File: config.mk
export PLATFORM = sky130hd
export DESIGN_NAME = conv_window_sequencer
export DESIGN_NICKNAME = d
export VERILOG_FILES = /design/src/rtl/conv_window_sequencer.sv
export SDC_FILE = /design/constraint.sdc
export NUM_CORES = 1
export LEC_CHECK = 0
export BUFFER_PORTS_ARGS = -buffer_cell sky130_fd_sc_hd__buf_2
export CORE_MARGIN = 1.5
export CORE_UTILIZATION = 60
export DETAILED_ROUTE_END_ITERATION = 16
export PLACE_DENSITY = 0.88
export SLEW_MARGIN = 0
export SYNTH_ARGS = -nofsm -noshare
export SYNTH_HDL_FRONTEND = slang
export SYNTH_SLANG_ARGS = --single-unit
File: constraint.sdc
create_clock -name i_clk -period 6.1 [get_ports i_clk]
set_input_delay 0.61 -clock i_clk [delete_from_list [all_inputs] [get_ports i_clk]]
set_output_delay 0.61 -clock i_clk [all_outputs]
set_load 0.1 [all_outputs]
File: src/rtl/conv_window_sequencer.sv
// Builds KxK raster-order convolution windows from a combinational image ROM.
// Optional CONV_WIN_POPCOUNT_EN adds a registered per-window ones count.
module conv_window_sequencer #(
    parameter int IMG_W  = 5,
    parameter int IMG_H  = 5,
    parameter int K      = 3,
    parameter int ADDR_W = 5
) (
    input  logic                i_clk,
    input  logic                i_rst,
    input  logic                i_start,
    output logic [ADDR_W-1:0]   o_rom_addr,
    input  logic                i_rom_pixel,
    output logic [K*K-1:0]      o_window,
    output logic [7:0]          o_row,
    output logic [7:0]          o_col,
    output logic                o_win_valid,
    input  logic                i_win_ready,
    output logic                o_busy,
    output logic                o_done
`ifdef CONV_WIN_POPCOUNT_EN
    ,
    output logic [$clog2(K*K+1)-1:0] o_popcount
`endif
);

    localparam int KKW = $clog2(K*K+1);
    localparam int KW  = $clog2(K+1);

    localparam logic [KKW-1:0] K_LAST   = KKW'(K*K-1);
    localparam logic [KW-1:0]  KC_LAST  = KW'(K-1);
    localparam logic [7:0]     COL_LAST = 8'(IMG_W-K);
    localparam logic [7:0]     ROW_LAST = 8'(IMG_H-K);

    typedef enum logic [1:0] {
        IDLE,
        FETCH,
        PRESENT,
        DONE
    } state_t;

    state_t         state;
    logic [KKW-1:0] k;
    logic [KW-1:0]  kr;
    logic [KW-1:0]  kc;
    logic           fetch_last;
    logic           win_last;
    logic           accept;

    assign fetch_last = (k == K_LAST);
    assign win_last   = (o_row == ROW_LAST) && (o_col == COL_LAST);
    assign accept     = o_win_valid && i_win_ready;

    // Address is driven only while fetching so the ROM sees 0 otherwise
    always_comb begin
        o_rom_addr = '0;
        if (state == FETCH) begin
            o_rom_addr = ADDR_W'((32'(o_row) + 32'(kr)) * 32'(IMG_W)
                                 + 32'(o_col) + 32'(kc));
        end
    end

    always_ff @(posedge i_clk or posedge i_rst) begin
        if (i_rst) begin
            state       <= IDLE;
            k           <= '0;
            kr          <= '0;
            kc          <= '0;
            o_window    <= '0;
            o_row       <= '0;
            o_col       <= '0;
            o_win_valid <= 1'b0;
            o_busy      <= 1'b0;
            o_done      <= 1'b0;
        end else begin
            unique case (state)
                IDLE: begin
                    if (i_start) begin
                        state  <= FETCH;
                        o_busy <= 1'b1;
                        o_row  <= '0;
                        o_col  <= '0;
                        k      <= '0;
                        kr     <= '0;
                        kc     <= '0;
                    end
                end
                FETCH: begin
                    o_window[k] <= i_rom_pixel;
                    if (fetch_last) begin
                        state       <= PRESENT;
                        o_win_valid <= 1'b1;
                        k           <= '0;
                        kr          <= '0;
                        kc          <= '0;
                    end else begin
                        k <= k + 1'b1;
                        if (kc == KC_LAST) begin
                            kc <= '0;
                            kr <= kr + 1'b1;
                        end else begin
                            kc <= kc + 1'b1;
                        end
                    end
                end
                PRESENT: begin
                    if (accept) begin
                        o_win_valid <= 1'b0;
                        if (win_last) begin
                            state  <= DONE;
                            o_done <= 1'b1;
                        end else begin
                            state <= FETCH;
                            if (o_col == COL_LAST) begin
                                o_col <= '0;
                                o_row <= o_row + 8'd1;
                            end else begin
                                o_col <= o_col + 8'd1;
                            end
                        end
                    end
                end
                DONE: begin
                    state  <= IDLE;
                    o_done <= 1'b0;
                    o_busy <= 1'b0;
                end
                default: state <= IDLE;
            endcase
        end
    end

`ifdef CONV_WIN_POPCOUNT_EN
    // Restart the count on the first pixel of every window
    always_ff @(posedge i_clk or posedge i_rst) begin
        if (i_rst) begin
            o_popcount <= '0;
        end else if (state == FETCH) begin
            o_popcount <= ((k == '0) ? '0 : o_popcount) + KKW'(i_rom_pixel);
        end
    end
`endif

endmodule

==> results of run 1 <==
## tightest hold or removal path, stage by stage
cell and delay (ps):
buf_2 90, inv_1 40, buf_4 400
## worst min-delay path by stage
stage	start	to	slack, ps	cells past startpoint
3_3_place_gp	o_window[4]	o_window[4]	480	1
2_1_floorplan	kc[1]	kc[1]	480	1
6_report	i_rst	o_window[3]	410	3
5_1_grt	i_rst	o_window[3]	470	3
3_5_place_dp	o_window[1]	o_window[1]	490	1
4_1_cts	i_rst	o_window[3]	430	3
## through the flow
step	worst slack [ps]	instance area [µm²]	hold WS, ps	util [%]
finish	2056	2756	412.3	73.63
detailed placement	2420	2614	491.2	69.82
global route	1873	2756	468.5	73.63
CTS	2056	2756	430.3	73.63
floorplan	1198	2397	477.4	-
global placement	2479	2614	481.7	69.82
## routing by layer
layer | routed length, µm | share of wire [%] | vias up | track usage [%]
met5 | 0 | 0 | - | 0
met4 | 73 | 1.4 | 0 | 9.184
met3 | 247 | 4.8 | 9 | 6.644
met2 | 2596 | 51 | 63 | 41.00
met1 | 2183 | 43 | 948 | 34.62
li1 | - | - | 916 | -
## Yosys cell counts, drive strengths merged, types with 3 or more instances
cell    instances  area share [%]
nor2           17             2.7
o31ai          10             3.1
dfrtp          38              40
nor3            5             1.5
mux2            9             4.2
nor2b           5             1.3
nand2b          3            0.78
fa              5             4.2
nand2          25             3.9
inv            13             2.0
buf             4             1.2
a21oi          11             2.3
a21o            7             2.6
ha             17             8.9
xnor2          12             4.4
nand3          10             2.1
nand4           3            0.78
a211oi          4             1.3
xor2            3             1.1
or3             4             1.0
o21ai          14             2.9
## sequential cells by signal (all words and copies together), names as in the netlist, 2 cells and up
signal and count:
o_row 8, o_window 9, kc 2, k 4, state 2, kr 2, o_col 8
## area by class of cell
type / count / area [µm²]
Sequential cell: 38 / 950.9
Timing Repair Buffer: 38 / 192.7
Multi-Input combinational cell: 182 / 1361
Clock buffer: 6 / 82.58
Tap cell: 48 / 60.06
Inverter: 13 / 48.80
Clock inverter: 2 / 60.06
Fill cell: 266 / 987.2
## cells by family (layout without fill, tap and decap cells)
family	count (synthesis)	in the layout
AND/OR/NAND/NOR	83	83
AO/OA/AOI/OAI	53	53
flip-flops	38	38
adder cells (fa/ha/maj)	22	22
buffers and inverters	19	59
XOR/XNOR	15	15
multiplexers	9	9
## where the power goes
part | switching (mW) | internal [mW]
Combinational | 0.582 | 0.153
Clock | 0.0905 | 0.174
Sequential | 0.0611 | 0.313
Total | 0.734 | 0.641
==> flow_metrics.tcl, run 1 <==
set metrics [dict create \
    fin_skew_ps 7.210 \
    gp_congestion 0.8717 \
    drt-initial-drc-count 198 \
    synth_seq_cells 38 \
    min_period_over_period_pct 66.29 \
    clock-sinks 38 \
    drt-total-wl_mm 5.100 \
    crit_chain "ha_1 > fa_1 > xor2_1 > ha_1 > ha_1 > ha_1 > a21o_1 > a21oi_1 > xnor2_1 > nor2_1 > buf_2" \
    dpl.hpwl_mm 3.713 \
    cts_tree "yes" \
    rsz0062_at_grt "no" \
    wire_per_inst_um 15.60 \
    drcViolationCount 0 \
    critical-path-slowest-cell "dfrtp_1" \
    synth_xor_area_share_pct 5.480 \
    cts_hold_buf 0 \
    crit_cells 11 \
    diodes 0 \
    post-cts-setup-buffers 0 \
    finalHoldViolations 0 \
    mostFrequentLayoutCells "38 x dfrtp_1, 37 x buf_2, 25 x nand2_1, 17 x nor2_1, 17 x ha_1" \
    crit_path_start_kind "flip-flop" \
    crit_path_end "o_rom_addr[4]" \
    vias 1936 \
    clkTransAtPathRegs_ps 80 \
    chipHeight_um 66.21 \
    path_delay_family "adder cells" \
    setup_violations 0 \
    drv_slew 0 \
    drive_gt1_share_pct 22.94 \
    netlist_area_um2 2397 \
    worstReg2RegEnd "o_row[7]" \
    rr_worst_depth 5 \
    via_per_inst 5.920 \
    initial_utilization_pct 64.04 \
    clockBufferDepth 2 \
    slowest_delay_ps 450 \
    synth_compound_gate_area_share_pct 15.24 \
    layout.nets 305 \
    status "complete, no violations" \
    crit_type "reg -> out" \
    fin_setup_tns_ps 0 \
    synthMuxAreaShare_pct 4.228 \
    fin_cells 327 \
    cts-resized-gates 0 \
    netlist_instances 239 \
    grt_first_pass_wirelength_mm 8.590 \
    syn_nets 266 \
    maxCapViolCount 0 \
    antenna_found_initial 0 \
    yosys.area_share.adder_pct 13.05 \
    fmax_ghz 0.2473 \
    synth_top_family_by_area "simple AND/OR/NAND/NOR gates" \
    ys_types 45 \
    core_area_um2 3744 \
    power_density_nw_per_um2 498.6 \
    ios 38 \
    critPathArrivalTime_ps 3430 \
    crit_buf_inv 1 \
    clk_latency_ps 290 \
    vdd_ir_drop_max_mv 0.2787 \
    cp.required_ps 5490 \
    syn-mean-instance-area_um2 10.03 \
    min_period_ps 4044 \
    synth-main-ff-cell "dfrtp_1" \
    rrSetupSlack_ps 3610 \
    relSlewSlack_pct 44.88 \
    r2r-start "state[1]" \
    rows 22 \
    root_buffer "clkbuf_8" \
    grt_pass1_vias 1801 \
    cts_max_level 2 \
    grtUsageTotal_pct 25.99 \
    async_flop_share_pct 100.0 \
    post-place-cells 319 \
    grt-ovfl-total 0 \
    yosys_warnings 0 \
    dieArea_um2 4384 \
    ant_nets 0 \
    ys_seq_area_share_pct 39.67 \
    synthSimpleGateAreaFrac_pct 18.79 \
    worst_pin_slew_ps 825.1 \
    hp-class "in -> async" \
    grt_max_degree 39 \
    syn2layout_area_growth_pct 14.98 \
    setup.worst_path.start "o_row[0]" \
    leakagePower_nw 1.336 \
    io_buffers 37 \
    cpMostUsedCell "ha_1" \
    crit_fanout 6 \
    total_power_mw 1.374 \
    die_w_um 66.21 \
    crit_path_end_kind "output pin" \
    final_common_cell "dfrtp_1" \
    synth_edf_count 0 \
    dr.pass1.iters 5 \
    numCtsBuffers 5 \
]
No activity file was read; power rests on OpenSTA's default activity.
==> run 2: changes to the inputs <==
--- a/config.mk
+++ b/config.mk
@@ -5,11 +5,12 @@
 export SDC_FILE = /design/constraint.sdc
 export NUM_CORES = 1
 export LEC_CHECK = 0
+export ABC_AREA = 1
 export BUFFER_PORTS_ARGS = -buffer_cell sky130_fd_sc_hd__buf_2
 export CORE_MARGIN = 1.5
-export CORE_UTILIZATION = 60
+export CORE_UTILIZATION = 57
 export DETAILED_ROUTE_END_ITERATION = 16
-export PLACE_DENSITY = 0.88
+export PLACE_DENSITY = 0.84
 export SLEW_MARGIN = 0
 export SYNTH_ARGS = -nofsm -noshare
 export SYNTH_HDL_FRONTEND = slang
==> constraint.sdc (replaced) <==
create_clock -name i_clk -period 4.1 [get_ports i_clk]
set_input_delay 0.41 -clock i_clk [delete_from_list [all_inputs] [get_ports i_clk]]
set_output_delay 0.41 -clock i_clk [all_outputs]
set_load 0.1 [all_outputs]
==> flow_metrics.tcl, run 2 <==
set metrics [dict create \
    cts_hold_buf 0 \
    drive_gt1_share_pct 17.44 \
    rsz0062_at_grt "no" \
    synth_edf_count 0 \
    min_period_over_period_pct 93.25 \
    worst_pin_slew_ps 500.6 \
    ios 38 \
    clock-sinks 38 \
    mostFrequentLayoutCells "105 x nand2_1, 42 x inv_1, 38 x nand3_1, 36 x nor2_1, 36 x dfrtp_1" \
    slowest_delay_ps 480 \
    hp-class "in -> async" \
    drt-total-wl_mm 5.395 \
    yosysMostFrequentCell "nand2_1" \
    critical-path-slowest-cell "dfrtp_1" \
    clockBufferDepth 2 \
    drcViolationCount 0 \
    fin_skew_ps 6.247 \
    rrSetupSlack_ps 2120 \
    maxCapViolCount 0 \
    dpl.hpwl_mm 4.035 \
    dieArea_um2 4941 \
    min_period_ps 3823 \
    top_regs "o_window: 9 flops, o_col: 8 flops, o_row: 8 flops" \
    cts_tree "yes" \
    rr_worst_depth 8 \
    worstReg2RegEnd "o_col[5]" \
    diodes 0 \
    fillers 372 \
    cpMostUsedCell "nand3_1" \
    fmax_ghz 0.2616 \
    yosysTopAreaCellShare_pct 36.84 \
    syn_nets 374 \
    drv_slew 0 \
    initial_utilization_pct 59.28 \
    crit_chain "ha_1 > a21oi_1 > nor2_1 > xor2_1 > inv_1 > ha_1 > fa_1 > ha_1 > nand3_1 > nand3_1 > nand3_1 > nand3_1 > nand2_1 > nor2_2 > buf_12" \
    ys_seq_area_share_pct 36.84 \
    final_common_cell "nand2_1" \
    synth-main-ff-cell "dfrtp_1" \
    r2r-start "o_row[0]" \
    grt_first_pass_wirelength_mm 9.508 \
    vias 2307 \
    yosysTopAreaCell "dfrtp_1" \
    largest_register_ffs 9 \
    core_area_um2 4354 \
    crit_path_start_kind "flip-flop" \
    relSlewSlack_pct 66.86 \
    drt-initial-drc-count 199 \
    grt-ovfl-total 0 \
    crit_type "reg -> out" \
    ys_types 28 \
    root_buffer "clkbuf_8" \
    async_flop_share_pct 100.0 \
    netlist_area_um2 2581 \
    numCtsBuffers 5 \
    cp.required_ps 3690 \
    status "complete, no violations" \
    grt_max_degree 39 \
    regMostFlops "o_window" \
    crit_path_end_kind "output pin" \
    dr.pass1.iters 5 \
    grtUsageTotal_pct 24.15 \
    syn2layout_area_growth_pct 13.91 \
    post-place-ws_ps 318.0 \
    gp_congestion 0.8260 \
    fin_ws_ps 276.8 \
    via_per_inst 5.219 \
    die_w_um 70.30 \
    crit_fanout 8 \
    syn-mean-instance-area_um2 7.439 \
    rows 24 \
    layout.nets 417 \
    chipHeight_um 70.30 \
    setup_violations 0 \
    clkTransAtPathRegs_ps 70 \
    postLayoutCoreUtil_pct 67.53 \
    finalHoldViolations 0 \
    netlist_instances 347 \
    synth_seq_cells 38 \
    critPathArrivalTime_ps 3410 \
    yosys_warnings 0 \
    ant_nets 0 \
    synth_common_cells "105 x nand2_1, 42 x inv_1, 39 x nor2_1" \
    grt_pass1_vias 2157 \
    wire_per_inst_um 12.21 \
    antenna_found_initial 0 \
    synth_area_leaders "dfrtp_1 37%, nand2_1 15%, ha_1 8.2%, nand3_1 7.4%, inv_1 6.1%" \
    fin_setup_tns_ps 0 \
    cts_max_level 2 \
    io_buffers 37 \
    clk_latency_ps 300 \
]
run 2: cell count changes after synthesis, moves of 9 or more:
cell,change
nand2_1,+80
nand3_1,+28
mux2_2,-9
o31ai_1,-10
nor2_1,+22
inv_1,+29
xnor2_1,-9
run 2: layout make-up:
class	count	area (µm²)	area share (%)
clock inverters	2	10.01	0.3404
clock buffers	5	68.82	2.340
multi-input cells	258	1441	49.02
inverters	47	176.4	6.000
well taps	52	65.06	2.213
repair buffers	40	225.2	7.660
flip-flops and latches	38	953.4	32.43
run 2: metal layers:
| layer | up-vias | GRT usage, % | routed length, µm |
|---|---|---|---|
| met1 | 1076 | 30.65 | 2506 |
| met2 | 38 | 39.83 | 2616 |
| met3 | 8 | 5.916 | 188 |
| met4 | 0 | 8.974 | 83 |
| li1 | 1185 | - | - |
| met5 | - | 0 | 0 |
run 2: worst max-delay path by stage:
stage | depth (start not counted) | from | to | slack, ps
2_1_floorplan | 12 | o_row[0] | o_rom_addr[4] | -350
3_3_place_gp | 17 | o_row[0] | o_rom_addr[4] | 450
3_5_place_dp | 16 | o_row[0] | o_rom_addr[4] | 320
4_1_cts | 15 | o_row[0] | o_rom_addr[3] | 90
5_1_grt | 16 | o_row[1] | o_rom_addr[4] | 5
6_report | 15 | o_row[1] | o_rom_addr[4] | 280
run 2: cell families after synthesis:
| family | synth area share (%) |
|---|---|
| xor gates and xnor gates | 2.375 |
| and+or+nand+nor | 33.35 |
| DFF | 36.84 |
| buffers and inverters | 8.046 |
| AOI/OAI and AO/OA | 7.271 |
| adders and majority gates | 12.12 |
run 2: worst max-delay path, delay by kind of cell, from the launching register on:
| family | cells | cell delay, ps |
|---|---|---|
| adders and majority gates | 4 | 1420 |
| and+or+nand+nor | 7 | 750 |
| DFF | 1 | 480 |
| buffers and inverters | 2 | 250 |
| AOI/OAI and AO/OA | 1 | 50 |
| xor gates and xnor gates | 1 | 160 |
run 2: what timing repair did:
item                                    CTS  global route
buffers inserted                          0             2
pin swaps                                 0             2
gates resized for setup                   1             8
endpoints found under the setup margin    1             2
run 2: stage by stage:
stage	cell area [µm²]	hold slack, ps	instances
after global routing	2940	265.3	442
after CTS	2905	233.8	440
after global placement	2824	466.4	433
after detailed placement	2824	466.0	433
after floorplan	2597	516.6	347
final	2940	213.2	442
Power of run 2 is left out: the tool's default activity adds up to more than one toggle a clock period on the data nets, which glitch-free logic cannot reach.
